<file path="src/rtl/divclk_freq_meter.sv">
// ---------------------------------------------------------------------------
// divclk_freq_meter
//
// Receive-side companion to the clock divider. It counts rising edges on up
// to NUM_CH looped-back divider outputs over a programmable gate window of
// wb_clk_i cycles. It then latches the per-channel counts into result
// registers, which are read back one channel at a time.
//
// Ports
//   wb_clk_i   system clock; every flop is on its rising edge
//   wb_rst_i   synchronous active-high reset
//   sig_in     asynchronous signals under measurement (bit k = channel k)
//   start      request a measurement; only sampled while idle
//   gate_len   gate window length in wb_clk_i cycles (0 behaves as 1)
//   ch_sel     selects the result channel shown on count_out/overflow
//   busy       high from the cycle after start is accepted until done
//   done       one-cycle pulse when new results have been latched
//   count_out  registered result count for ch_sel (0 if ch_sel >= NUM_CH)
//   overflow   registered saturation flag for ch_sel
// ---------------------------------------------------------------------------
module divclk_freq_meter #(
  parameter int NUM_CH = 10,
  parameter int CNT_W  = 16,
  parameter int GATE_W = 16
) (
  input  logic              wb_clk_i,
  input  logic              wb_rst_i,
  input  logic [NUM_CH-1:0] sig_in,
  input  logic              start,
  input  logic [GATE_W-1:0] gate_len,
  input  logic [3:0]        ch_sel,
  output logic              busy,
  output logic              done,
  output logic [CNT_W-1:0]  count_out,
  output logic              overflow
);

  typedef enum logic [1:0] {
    IDLE  = 2'd0,
    ARM   = 2'd1,
    GATE  = 2'd2,
    LATCH = 2'd3
  } state_t;

  localparam logic [CNT_W-1:0]  CNT_MAX  = '1;
  localparam logic [4:0]        NUM_CH_L = 5'(NUM_CH);
  localparam logic [GATE_W-1:0] GATE_ONE = GATE_W'(1);

  state_t            state_q, state_d;
  logic [GATE_W-1:0] gate_cnt_q;
  logic              gate_last;
  logic              start_accept;

  logic [NUM_CH-1:0] sync1_q, sync2_q, sync3_q;
  logic [NUM_CH-1:0] rise;

  logic [CNT_W-1:0]  cnt_q     [NUM_CH];
  logic [NUM_CH-1:0] ovf_q;
  logic [CNT_W-1:0]  res_cnt_q [NUM_CH];
  logic [NUM_CH-1:0] res_ovf_q;

  logic              done_q;
  logic [CNT_W-1:0]  count_out_q;
  logic              overflow_q;

  // -------------------------------------------------------------------------
  // Input conditioning: two-flop synchronizer plus one flop for edge detect.
  // The two-cycle synchronizer latency is deliberately not compensated; a
  // periodic input still yields the right count over a whole gate window.
  // -------------------------------------------------------------------------
  // NOTE: sequential state is always written with non-blocking assignments so
  // every flop samples the pre-edge value of its source, whatever the
  // statement order.
  always_ff @(posedge wb_clk_i) begin
    if (wb_rst_i) begin
      sync1_q <= '0;
      sync2_q <= '0;
      sync3_q <= '0;
    end else begin
      sync1_q <= sig_in;
      sync2_q <= sync1_q;
      sync3_q <= sync2_q;
    end
  end

  assign rise = sync2_q & ~sync3_q;

  // -------------------------------------------------------------------------
  // Control FSM
  // -------------------------------------------------------------------------
  assign start_accept = (state_q == IDLE) && start;
  assign gate_last    = (gate_cnt_q == GATE_ONE);

  always_ff @(posedge wb_clk_i) begin
    if (wb_rst_i) begin
      state_q <= IDLE;
    end else begin
      state_q <= state_d;
    end
  end

  // NOTE: every signal driven here gets a default before the case statement,
  // so no path leaves it unassigned and no latch is inferred.
  always_comb begin
    state_d = state_q;
    unique case (state_q)
      IDLE:    if (start) state_d = ARM;
      ARM:     state_d = GATE;
      GATE:    if (gate_last) state_d = LATCH;
      LATCH:   state_d = IDLE;
      default: state_d = IDLE;
    endcase
  end

  // Gate counter: loaded on an accepted start, counts down through GATE.
  // The cycle it reads 1 is the last gate cycle, so GATE lasts gate_len
  // cycles. A zero length is promoted to 1 so the window never wraps.
  always_ff @(posedge wb_clk_i) begin
    if (wb_rst_i) begin
      gate_cnt_q <= '0;
    end else if (start_accept) begin
      gate_cnt_q <= (gate_len == '0) ? GATE_ONE : gate_len;
    end else if (state_q == GATE) begin
      gate_cnt_q <= gate_cnt_q - GATE_ONE;
    end
  end

  // -------------------------------------------------------------------------
  // Per-channel saturating edge counters and working overflow flags.
  // -------------------------------------------------------------------------
  // NOTE: the counter and result arrays are explicitly reset. They are small
  // flop arrays, not RAM, and a reset must leave the read path showing zeros.
  always_ff @(posedge wb_clk_i) begin
    if (wb_rst_i) begin
      for (int k = 0; k < NUM_CH; k++) cnt_q[k] <= '0;
      ovf_q <= '0;
    end else if (state_q == ARM) begin
      for (int k = 0; k < NUM_CH; k++) cnt_q[k] <= '0;
      ovf_q <= '0;
    end else if (state_q == GATE) begin
      for (int k = 0; k < NUM_CH; k++) begin
        if (rise[k]) begin
          if (cnt_q[k] == CNT_MAX) begin
            ovf_q[k] <= 1'b1;
          end else begin
            cnt_q[k] <= cnt_q[k] + 1'b1;
          end
        end
      end
    end
  end

  // Result registers hold their value until the next LATCH; ARM leaves them
  // alone, so old results stay readable while a new measurement runs.
  always_ff @(posedge wb_clk_i) begin
    if (wb_rst_i) begin
      for (int k = 0; k < NUM_CH; k++) res_cnt_q[k] <= '0;
      res_ovf_q <= '0;
    end else if (state_q == LATCH) begin
      for (int k = 0; k < NUM_CH; k++) res_cnt_q[k] <= cnt_q[k];
      res_ovf_q <= ovf_q;
    end
  end

  // done fires in the cycle after LATCH, which is already IDLE, so busy is
  // low in that same cycle and a held start is accepted there.
  always_ff @(posedge wb_clk_i) begin
    if (wb_rst_i) begin
      done_q <= 1'b0;
    end else begin
      done_q <= (state_q == LATCH);
    end
  end

  // -------------------------------------------------------------------------
  // Registered read path; out-of-range selects read back as zero.
  // -------------------------------------------------------------------------
  always_ff @(posedge wb_clk_i) begin
    if (wb_rst_i) begin
      count_out_q <= '0;
      overflow_q  <= 1'b0;
    end else if ({1'b0, ch_sel} < NUM_CH_L) begin
      count_out_q <= res_cnt_q[ch_sel];
      overflow_q  <= res_ovf_q[ch_sel];
    end else begin
      count_out_q <= '0;
      overflow_q  <= 1'b0;
    end
  end

  assign busy      = (state_q != IDLE);
  assign done      = done_q;
  assign count_out = count_out_q;
  assign overflow  = overflow_q;

endmodule

</file>
<file path="config.mk">
export PLATFORM = sky130hd
export DESIGN_NAME = divclk_freq_meter
export DESIGN_NICKNAME = d
export VERILOG_FILES = /design/src/rtl/divclk_freq_meter.sv
export SDC_FILE = /design/constraint.sdc
export NUM_CORES = 1
export LEC_CHECK = 0
export ABC_AREA = 1
export BUFFER_PORTS_ARGS = -buffer_cell sky130_fd_sc_hd__buf_2
export CAP_MARGIN = 15
export CORE_UTILIZATION = 50
export DETAILED_ROUTE_END_ITERATION = 6
export PLACE_DENSITY = 0.7
export SETUP_SLACK_MARGIN = 0.2
export SLEW_MARGIN = 20
export SYNTH_ARGS = -nofsm -noshare
export SYNTH_HDL_FRONTEND = slang
export SYNTH_SLANG_ARGS = --single-unit
</file>
<file path="constraint.sdc">
create_clock -name wb_clk_i -period 8 [get_ports wb_clk_i]
set_input_delay 0.8 -clock wb_clk_i [delete_from_list [all_inputs] [get_ports wb_clk_i]]
set_output_delay 0.8 -clock wb_clk_i [all_outputs]
set_load 0.1 [all_outputs]
</file>
==> reports/qor.txt, run 1 <==
placer's final routability congestion estimate - 0.898
fin crit share - 43.4%
total CTS buffers - 44
Synth cell types - 43
sequential cell area fraction in the yosys report - 57.6%
Total GRT Usage - 22.2%
1st-iter DRT viols - 1437
Worst Hold Class - reg2reg
syn nets - 2242
Crit Path Max Fanout - 85
Final Hold Viols - 0
WP data required - 8170 ps
DP HPWL - 30.7 mm
post-synthesis xor/xnor area fraction - 3.52%
Clock Pin Slew Worst Setup and Hold Paths - 60 ps
mux share of post-synthesis cell area - 0%
vias in the first global route - 13837
WHS - 397 ps
final core utilization - 55.9%
row count - 72
Reg area - 11300 um2
Max VDD drop - 0.000145 V
post-CTS setup buffers - 0
Setup CP Type - in2reg
DR vias/cell - 5.30
Yosys top cell area share - 48.8%
final-layout setup total negative slack - 0 ps
final setup fails - 0
CP Launch Type - input pin
Longest Clk Path Bufs - 3
ant diodes - 0
Top delay family on crit path - buffers and inverters
Routed Antenna Nets - 0
number of gates resized after cts - 0
FILL cells - 3381
Routed wire per std cell - 16.0 um
Syn. warnings - 0
Crit. End Element - flip-flop
synth-to-layout area growth - 10.1%
first-pass GRT wire length - 71.9 mm
relative slew slack - 28.4%
htree depth - 2
DIE AREA - 40100 um2
Port Buffers - 51
worst-skew pair later-pin latency - 550 ps
layout cells sized above 1 - 7.96%
CP arrival - 3640 ps
CTS tree - yes
starting density of the core - 50.8%
die width - 200 um
Fmax - 0.288 GHz
outcome - finished, final reports clean
Setup Skew - 12.7 ps
Max-Cap Viols - 0
main combinational cell family by area after synthesis - simple AND/OR/NAND/NOR gates
CP cell instances - buf_2 -> clkinv_1 -> nand2_4 -> buf_4
Final #Nets - 2274
Ports - 52
Synth Area in Simple Gates - 23.8%
CTS Sinks - 406
clock period minus worst slack - 3470 ps
total gr overflow - 0
drt total wl - 44.5 mm
Cell Area, Synth - 19700 um2
RSZ-0062 raised after global routing - no
Worst Path Buf+Inv - 3
DRC Markers - 0
Avg Inst Size Synth - 8.97 um2
largest net degree at the start of global routing - 91
r2r setup slk - 4910 ps
#FFs+latches synth - 406
top cells by area, synth - edfxtp_1 49%, nor2_1 9.7%, dfxtp_1 8.8%
cell count after synthesis - 2193
Post-Synth Adder-Cell Area - 1.02%
initial antenna violation count - 0
Yosys top cell by area - edfxtp_1
Multi-input gate area - 6860 um2
Compound-Gate Fraction of Synth Area - 6.41%
First-pass DRT Iterations - 5
Slew @ Worst Pin - 1070 ps
Crit-path slowest cell - buf_4
via count - 14713
Slew Limit Fails - 0
Root Buffer - clkbuf_16
max incr delay on CP - 850 ps
Leakage - 8.28 nW
hold_buf cts - 0
PD cells - 276 nW/um2
Die Y - 200 um
Core ar. - 38700 um2
[routing by layer]
layer  track usage, %  vias to the layer above  wire length [um]  part of all wire [%]
met5                0                        -                 0                     0
met4             8.67                        0              1530                   3.4
met3             3.53                       83              3050                   6.9
met2             34.0                      523             19900                    45
met1             31.7                     6887             20000                    45
li1                 -                     7220                 -                     -
[cell families (layout without fill, tap and decap cells)]
logic type,after synthesis,in the layout
xor gates and xnor gates,79,79
and+or+nand+nor,1092,1092
DFF,406,406
AOI/OAI and AO/OA,236,236
buffers and inverters,364,431
adders and majority gates,16,16
[final cells by class]
cell class | instances | area share [%]
clock buffers | 65 | 6.11
clock inverters | 16 | 0.427
inverters | 293 | 5.10
multi-input cells | 1423 | 31.7
flip-flops and latches | 406 | 52.3
well taps | 518 | 2.99
repair buffers | 57 | 1.39
[registers in the layout (all words and copies together), names as in the netlist]
name / count
cnt_q: 160
ovf_q: 10
overflow: 1
count_out: 16
res_cnt_q: 160
res_ovf_q: 10
sync2_q: 10
gate_cnt_q: 16
state_q: 2
sync3_q: 10
done: 1
sync1_q: 10
[worst paths after layout]
kind	start	to	depth (start not counted)
worst max-delay path	wb_rst_i	res_cnt_q[3][0]	4
worst min-delay path	sync1_q[1]	sync2_q[1]	2
worst max register to register	state_q[1]	cnt_q[6][1]	5
worst min register to register	sync1_q[1]	sync2_q[1]	2
[power breakdown]
group | total, mW | internal, mW | leakage (nW) | switching (mW)
clock network | 1.98 | 1.15 | 0.705 | 0.834
logic | 1.11 | 0.274 | 3.52 | 0.838
registers | 2.88 | 2.66 | 4.06 | 0.219
total | 5.98 | 4.08 | 8.28 | 1.89
[metrics by stage]
stage	cells	cell area (um2)	total power, mW	setup WS, ps
3_5_place_dp	2697	20200	4.01	3930
2_1_floorplan	2193	19700	3.71	3060
3_3_place_gp	2697	20200	3.99	4020
6_report	2778	21700	5.98	4530
4_1_cts	2778	21700	5.99	4510
5_1_grt	2778	21700	6.25	4260
[synthesized netlist by cell type, drive strengths merged]
| cell type | instances |
|---|---|
| nand4 | 35 |
| o211ai | 22 |
| nand3 | 122 |
| nor3b | 2 |
| dfxtp | 86 |
| inv | 290 |
| edfxtp | 320 |
| clkinv | 3 |
| nor4 | 1 |
| a21boi | 1 |
| nand3b | 2 |
| a21oi | 105 |
| clkbuf | 28 |
| ha | 16 |
| or2 | 1 |
| nand2 | 354 |
| buf | 43 |
| o22ai | 8 |
| o2111ai | 1 |
| o21ai | 97 |
| nor3 | 52 |
| a221oi | 1 |
| xor2 | 71 |
| a31oi | 1 |
| nor2 | 522 |
| and3 | 1 |
| xnor2 | 8 |
[worst reg2reg max path, stage by stage (launching register included)]
cell	delay, ps
dfxtp_1	380
inv_1	90
ha_1	210
nor2_4	780
nand3_2	560
nand2_1	690
[layout by cell type, fill, tap and decap left out, types with 9 or more instances in the layout]
cell type,synthesis,final
nor2_1,506,505
nand2_1,348,347
edfxtp_1,320,320
inv_1,287,287
nand3_1,110,110
a21oi_1,105,105
o21ai_0,96,96
dfxtp_1,86,86
xor2_1,71,71
buf_2,26,51
clkbuf_16,0,47
nor3_1,40,40
nand4_1,34,34
o211ai_1,22,22
ha_1,16,16
nor2_2,10,10
nand3_2,10,10
clkbuf_1,28,10
clkinv_2,0,9
No activity file was read; power rests on OpenSTA's default activity.
==> run 2, diff against run 1 <==
--- a/config.mk
+++ b/config.mk
@@ -10,7 +10,7 @@
 export CAP_MARGIN = 15
 export CORE_UTILIZATION = 50
 export DETAILED_ROUTE_END_ITERATION = 6
-export PLACE_DENSITY = 0.7
+export PLACE_DENSITY = 0.73
 export SETUP_SLACK_MARGIN = 0.2
 export SLEW_MARGIN = 20
 export SYNTH_ARGS = -nofsm -noshare
==> constraint.sdc (replaced) <==
create_clock -name wb_clk_i -period 3 [get_ports wb_clk_i]
set_input_delay 0.3 -clock wb_clk_i [delete_from_list [all_inputs] [get_ports wb_clk_i]]
set_output_delay 0.3 -clock wb_clk_i [all_outputs]
set_load 0.1 [all_outputs]
==> run 2 against run 1 <==
Against the previous run:
- non-clock buffer count rose by 32
- first-iteration DRC count rose by 2.3%
- critical path type is now reg2reg
- utilization rose by 0.71 points
- clock skew rose by 5.3 ps
- design area rose by 1.3%
- routed wire length fell by 0.37%
- sequential power rose to 2.7 times the previous value
- cell count rose by 1.2%
- highest routed layer unchanged
- critical path depth rose by 2
==> reports/qor.txt, run 2 (same netlist as run 1, synthesis figures left out) <==
r2r setup slk - 470 ps (-4440 ps)
CP Launch Type - flip-flop
DP HPWL - 30.8 mm (+0.41%)
first-pass GRT wire length - 73.0 mm (+1.6%)
RSZ-0062 raised after global routing - no
final setup fails - 0 (unchanged)
Crit. End Element - flip-flop
starting density of the core - 50.8% (unchanged)
die width - 200 um (unchanged)
CP arrival - 2730 ps (-910 ps)
Final Hold Viols - 0 (unchanged)
grt met2 use - 36.1% (+2.1 points)
total gr overflow - 0 (unchanged)
Crit Path Max Fanout - 16 (-81%)
CP startpoint - state_q[0]
DIE AREA - 40100 um2 (unchanged)
Core ar. - 38700 um2 (unchanged)
placer's final routability congestion estimate - 0.868 (-3.3%)
clock period minus worst slack - 2530 ps
worst-skew pair later-pin latency - 570 ps (+20 ps)
CTS tree - yes
Fmax - 0.395 GHz
Port Buffers - 51 (unchanged)
Total GRT Usage - 22.5% (+0.27 points)
relative slew slack - 43.8% (+15 points)
most frequent cells in the layout - 505 x nor2_1, 347 x nand2_1, 320 x edfxtp_1
final-layout setup total negative slack - 0 ps (unchanged)
Slew Limit Fails - 0 (unchanged)
Routed wire per std cell - 15.8 um (-1.5%)
met3 usage - 3.04% (-0.49 points)
total CTS buffers - 44 (unchanged)
GRT Max-Usage Layer - met2
top flop regs - cnt_q (160), res_cnt_q (160)
PD cells - 722 nW/um2 (+160%)
Worst Setup EP - cnt_q[4][1]
Setup Skew - 18.0 ps (+5.29 ps)
FF-to-FF path depth - 6 (+1)
CTS Sinks - 406 (unchanged)
DR vias/cell - 5.25 (-0.80%)
Worst Hold Class - in2reg
DRC Markers - 0 (unchanged)
commonest non-fill, non-tap cell in the layout - nor2_1
Setup CP Type - reg2reg
synth-to-layout area growth - 11.5%
grt met1 use - 31.2% (-0.48 points)
hold depth - 2 (unchanged)
FILL cells - 3324 (-1.7%)
fin crit share - 84.3%
via count - 14768 (+0.37%)
reg2reg start - state_q[0]
Routed Antenna Nets - 0 (unchanged)
layout cells sized above 1 - 8.42% (+0.46 points)
Reg-to-Reg End - cnt_q[4][1]
outcome - finished, final reports clean
Die Y - 200 um (unchanged)
First-pass DRT Iterations - 6 (+1)
Final #Nets - 2306 (+1.4%)
vias in the first global route - 14145 (+2.2%)
final core utilization - 56.6% (+0.71 points)
WP data required - 3200 ps (-4970 ps)
largest net degree at the start of global routing - 89 (-2.2%)
Max VDD drop - 0.000378 V (+160%)
Leakage - 8.41 nW (+1.5%)
row count - 72 (unchanged)
Root Buffer - clkbuf_16
1st-iter DRT viols - 1470 (+2.3%)
drt total wl - 44.3 mm (-0.37%)
Clock Pin Slew Worst Setup and Hold Paths - 60 ps (about the same)
Slew @ Worst Pin - 842 ps (-232 ps)
Max-Cap Viols - 0 (unchanged)
Ports - 52 (unchanged)
Longest Clk Path Bufs - 3 (unchanged)
htree depth - 2 (unchanged)
initial antenna violation count - 1 (+1)
## run 2: cell types whose count changed in the layout (fill, tap and decap cells not counted), sizes merged
cell and delta:
inv -2, clkinv +4, dlygate4sd3 +11, clkbuf -5, diode +1, bufinv +2, clkinvlp +1, buf +21
## run 2: final cells by class
| type | instances | area [um2] | share of cell area (%) |
|---|---|---|---|
| Multi-Input combinational cell | 1423 | 6860 | 31.3 |
| Sequential cell | 406 | 11300 | 51.7 |
| Clock inverter | 21 | 175 | 0.799 |
| Clock buffer | 60 | 1180 | 5.38 |
| Timing Repair Buffer | 89 | 631 | 2.87 |
| Antenna cell | 1 | 2.50 | 0.0114 |
| Tap cell | 518 | 648 | 2.95 |
| Inverter | 293 | 1100 | 5.04 |
## run 2: how the worst min path moves through the flow
stage,start,endpoint
CTS,wb_rst_i,sync3_q[4]
detailed placement,sync1_q[6],sync2_q[6]
global placement,sync1_q[1],sync2_q[1]
global route,wb_rst_i,sync3_q[4]
floorplan,sync1_q[0],sync2_q[0]
finish,wb_rst_i,sync3_q[4]
## run 2: metrics by stage
step	setup slack [ps]	total power [mW]	cell area, um2	hold slack (ps)	cells
floorplan	857	9.85	19700	388	2193
global placement	527	10.6	20500	394	2718
detailed placement	523	10.7	20500	394	2718
CTS	502	15.9	21900	43.6	2810
global route	270	16.6	21900	51.4	2811
finish	470	15.8	21900	61.5	2811
## run 2: worst max-delay path, stage by stage, from the launching register on
cell and delay [ps]:
dfxtp_1 340, inv_1 120, ha_1 410, inv_4 220, nor3_1 370, nand3_2 130, nand2_1 570
## run 2: report_power, final
part	internal, mW	switching, mW	total, mW	leakage (nW)
clock	2.95	2.20	5.14	0.659
combinational	0.797	2.23	3.02	3.69
sequential	7.09	0.585	7.67	4.06
## run 2: layer usage
layer / share of wire (%) / up-vias / wire (um)
met3: 5.7 / 84 / 2520
met5: 0 / - / 0
met1: 45 / 6889 / 20000
met2: 46 / 506 / 20500
met4: 2.9 / 0 / 1300
li1: - / 7289 / -
## run 2: repair_timing
action | in CTS | in global routing
endpoints found under the hold margin | 11 | 0
buffers inserted | 0 | 0
hold buffers | 11 | 0
gates resized for setup | 0 | 0
==> run 3, diff against run 2 <==
--- a/config.mk
+++ b/config.mk
@@ -5,7 +5,7 @@
 export SDC_FILE = /design/constraint.sdc
 export NUM_CORES = 1
 export LEC_CHECK = 0
-export ABC_AREA = 1
+export ABC_AREA = 0
 export BUFFER_PORTS_ARGS = -buffer_cell sky130_fd_sc_hd__buf_2
 export CAP_MARGIN = 15
 export CORE_UTILIZATION = 50
==> constraint.sdc (replaced) <==
create_clock -name wb_clk_i -period 2.3 [get_ports wb_clk_i]
set_input_delay 0.23 -clock wb_clk_i [delete_from_list [all_inputs] [get_ports wb_clk_i]]
set_output_delay 0.23 -clock wb_clk_i [all_outputs]
set_load 0.1 [all_outputs]
==> run 3 against run 2 <==
Against the previous run:
- non-clock buffer count up 47
- routed wire length fell by 7.9%
- clock-buffer cell count unchanged
- global-route usage fell by 0.83 points
- design area is 0.17% higher
- clock power grew 32%
- register-to-register slack got worse by 170 ps
- total power is 29% higher
- critical path depth rose by 2
- first-iteration DRC count fell by 29%
- clock skew is 6.9 ps lower
- cell count decreased by 22%
- largest cell class unchanged
==> reports/qor.txt, run 3 <==
outcome - finished, final reports clean
WHS - 27.9 ps (-33.6 ps)
placer's final routability congestion estimate - 0.837 (-3.6%)
Final Hold Viols - 0 (unchanged)
Crit. End Element - flip-flop
metal2 WL - 18.9 mm (-7.6%)
Setup Skew - 11.1 ps (-6.85 ps)
Core ar. - 36900 um2 (-4.8%)
Final #Nets - 1715 (-26%)
Clock Power Share - 33.2% (+0.7 points)
1st-iter DRT viols - 1042 (-29%)
Yosys top cell by area - edfxtp_1
Crit Path Max Fanout - 12 (-4)
CP arrival - 2410 ps (-320 ps)
via count - 12456 (-16%)
r2r setup slk - 300 ps (-170 ps)
Max-Cap Viols - 0 (unchanged)
Port Buffers - 51 (unchanged)
ys async rst share - 0% (unchanged)
die width - 196 um (-2.0%)
total CTS buffers - 42 (-4.5%)
Total GRT Usage - 21.7% (-0.83 points)
Setup CP Type - reg2reg
Root Buffer - clkbuf_16
Top delay family on crit path - simple AND/OR/NAND/NOR gates
leading cell type by number of instances after synthesis - edfxtp_1
starting density of the core - 51.2% (+0.45 points)
fin area - 22000 um2 (+0.17%)
DR vias/cell - 5.65 (+7.6%)
commonest non-fill, non-tap cell in the layout - edfxtp_1
Placed Area - 20200 um2 (-1.4%)
CP Launch Type - flip-flop
top cells by area, synth - edfxtp_1 51%, dfxtp_1 9.1%, and2_1 5.4%
Post-synth EDFFs - 320 (unchanged)
Seq pwr share - 50.6% (+2.2 points)
Syn. warnings - 0 (unchanged)
Longest Clk Path Bufs - 3 (unchanged)
Routed wire per std cell - 18.5 um (+17%)
drt total wl - 40.8 mm (-7.9%)
Fmax - 0.500 GHz (+27%)
row count - 70 (-2.8%)
final-layout setup total negative slack - 0 ps (unchanged)
Synth cell types - 61 (+42%)
relative slew slack - 59.2% (+15 points)
Pint - 14.6 mW (+35%)
Yosys top cell area share - 50.9% (+2.0 points)
synth-to-layout area growth - 16.3%
top flop regs - cnt_q (160), res_cnt_q (160)
#FFs+latches synth - 406 (unchanged)
CTS tree - yes
DP HPWL - 28.2 mm (-8.3%)
final setup fails - 0 (unchanged)
post-route setup slack - 302 ps (-168 ps)
RSZ-0062 raised after global routing - no
syn nets - 1601 (-29%)
worst-skew pair later-pin latency - 560 ps (about the same)
FILL cells - 2828 (-15%)
sw power - 5.89 mW (+18%)
max incr delay on CP - 350 ps (-220 ps)
CP cell instances - inv_2 -> ha_4 -> nor3b_4 -> buf_6 -> nand3b_1 -> a31o_4 -> buf_4 -> nor2_1
Clock Pin Slew Worst Setup and Hold Paths - 60 ps (about the same)
htree depth - 2 (unchanged)
fin crit share - 86.9% (+2.5 points)
WP data required - 2710 ps (-490 ps)
total gr overflow - 0 (unchanged)
sequential cell area fraction in the yosys report - 60.0% (+2.4 points)
cell count after synthesis - 1552 (-29%)
vias in the first global route - 12065 (-15%)
met1 WL - 17.8 mm (-11%)
PD cells - 933 nW/um2 (+29%)
Top Metal Used - met5
Final Total Pwr - 20.5 mW (+29%)
Leakage - 7.68 nW (-8.6%)
Die Y - 196 um (-2.0%)
met3 routed WL - 2.65 mm (+5.2%)
Post-synth top flop - edfxtp_1
DRC Markers - 0 (unchanged)
pre-CTS WS - 56.8 ps (-466 ps)
clock period minus worst slack - 2000 ps (-532 ps)
Slew Limit Fails - 0 (unchanged)
DIE AREA - 38600 um2 (-3.9%)
Worst Path Buf+Inv - 3 (+1)
Cell Area, Synth - 18900 um2 (-4.0%)
ant diodes - 0 (-1)
First-pass DRT Iterations - 7 (+1)
Routed Antenna Nets - 0 (unchanged)
Crit-path slowest cell - dfxtp_2
Worst Hold Class - in2reg
CTS Sinks - 406 (unchanged)
Post-synth top cells - 320 x edfxtp_1, 179 x nor2_1, 163 x and2_1
Logic pwr share - 16.2% (-2.9 points)
largest net degree at the start of global routing - 82 (-7.9%)
Slew @ Worst Pin - 611 ps (-231 ps)
initial antenna violation count - 3 (+2)
most frequent cells in the layout - 320 x edfxtp_1, 175 x nor2_1, 163 x and2_1
sw frac - 28.8% (-2.9 points)
Ports - 52 (unchanged)
first-pass GRT wire length - 65.0 mm (-11%)
layout cells sized above 1 - 15.6% (+7.2 points)
Avg Inst Size Synth - 12.2 um2 (+36%)
Max VDD drop - 0.000763 V (+100%)
==> run 3: cell types whose count changed after synthesis, sizes merged, moves of 34 or more <==
| cell | change |
|---|---|
| and2 | +163 |
| mux4 | +34 |
| o21ai | -75 |
| xnor2 | +74 |
| nor2b | +48 |
| inv | -257 |
| a211oi | +44 |
| nand3 | -61 |
| nor2 | -343 |
| a21oi | -89 |
| nand2 | -290 |
==> run 3: cells by family after synthesis <==
logic type / Yosys count / synth area share, %
DFF: 406 / 60.0
AOI/OAI and AO/OA: 114 / 4.24
and+or+nand+nor: 718 / 20.8
muxes: 62 / 5.54
xor gates and xnor gates: 136 / 6.30
buffers and inverters: 100 / 2.12
adders and majority gates: 16 / 1.06
==> run 3: routing by layer <==
| layer | GRT usage, % | vias to the layer above |
|---|---|---|
| met5 | 0 | - |
| met4 | 8.91 | 6 |
| met3 | 3.80 | 84 |
| met2 | 33.9 | 414 |
| met1 | 30.0 | 6049 |
| li1 | - | 5903 |
==> run 3: metrics by stage <==
stage          cells  utilization (%)
5_1_grt         2204             59.6
3_5_place_dp    2093             54.7
6_report        2204             59.6
2_1_floorplan   1552                -
4_1_cts         2196             59.3
3_3_place_gp    2093             54.7
==> run 3: worst paths after layout <==
path,from,endpoint,cells past startpoint
setup / recovery,state_q[0],cnt_q[7][3],8
hold / removal,gate_len[7],gate_cnt_q[7],3
setup reg to reg,state_q[0],cnt_q[7][3],8
hold reg to reg,sync1_q[6],sync2_q[6],1
==> run 3: repair_timing <==
item,CTS,global route
gates resized for setup,6,17
hold endpoints to repair,22,0
gates cloned,1,0
buffers inserted,0,8
pin swaps,1,3
endpoints found under the setup margin,175,225
hold buffers,24,0
==> run 3: area by class of cell <==
cell class	instances	area, um2	area share (%)
flip-flops and latches	406	11300	51.6
inverters	33	124	0.564
clock buffers	60	1230	5.59
well taps	504	631	2.87
multi-input cells	1047	7380	33.6
clock inverters	18	165	0.752
repair buffers	136	1100	5.02
==> run 3: power by group through the flow <==
stage | Combinational, mW | Sequential [mW] | Clock [mW]
floorplan | 2.23 | 10.2 | 0
global placement | 3.07 | 10.5 | 0
detailed placement | 3.14 | 10.5 | 0
CTS | 3.23 | 10.4 | 6.92
global route | 3.63 | 10.5 | 7.19
finish | 3.32 | 10.4 | 6.80
==> run 3: worst min-delay path, delay by kind of cell <==
| family | cells | cell delay (ps) |
|---|---|---|
| AO/OA/AOI/OAI | 1 | 70 |
| buffers and inverters | 1 | 100 |
| AND/OR/NAND/NOR | 1 | 120 |
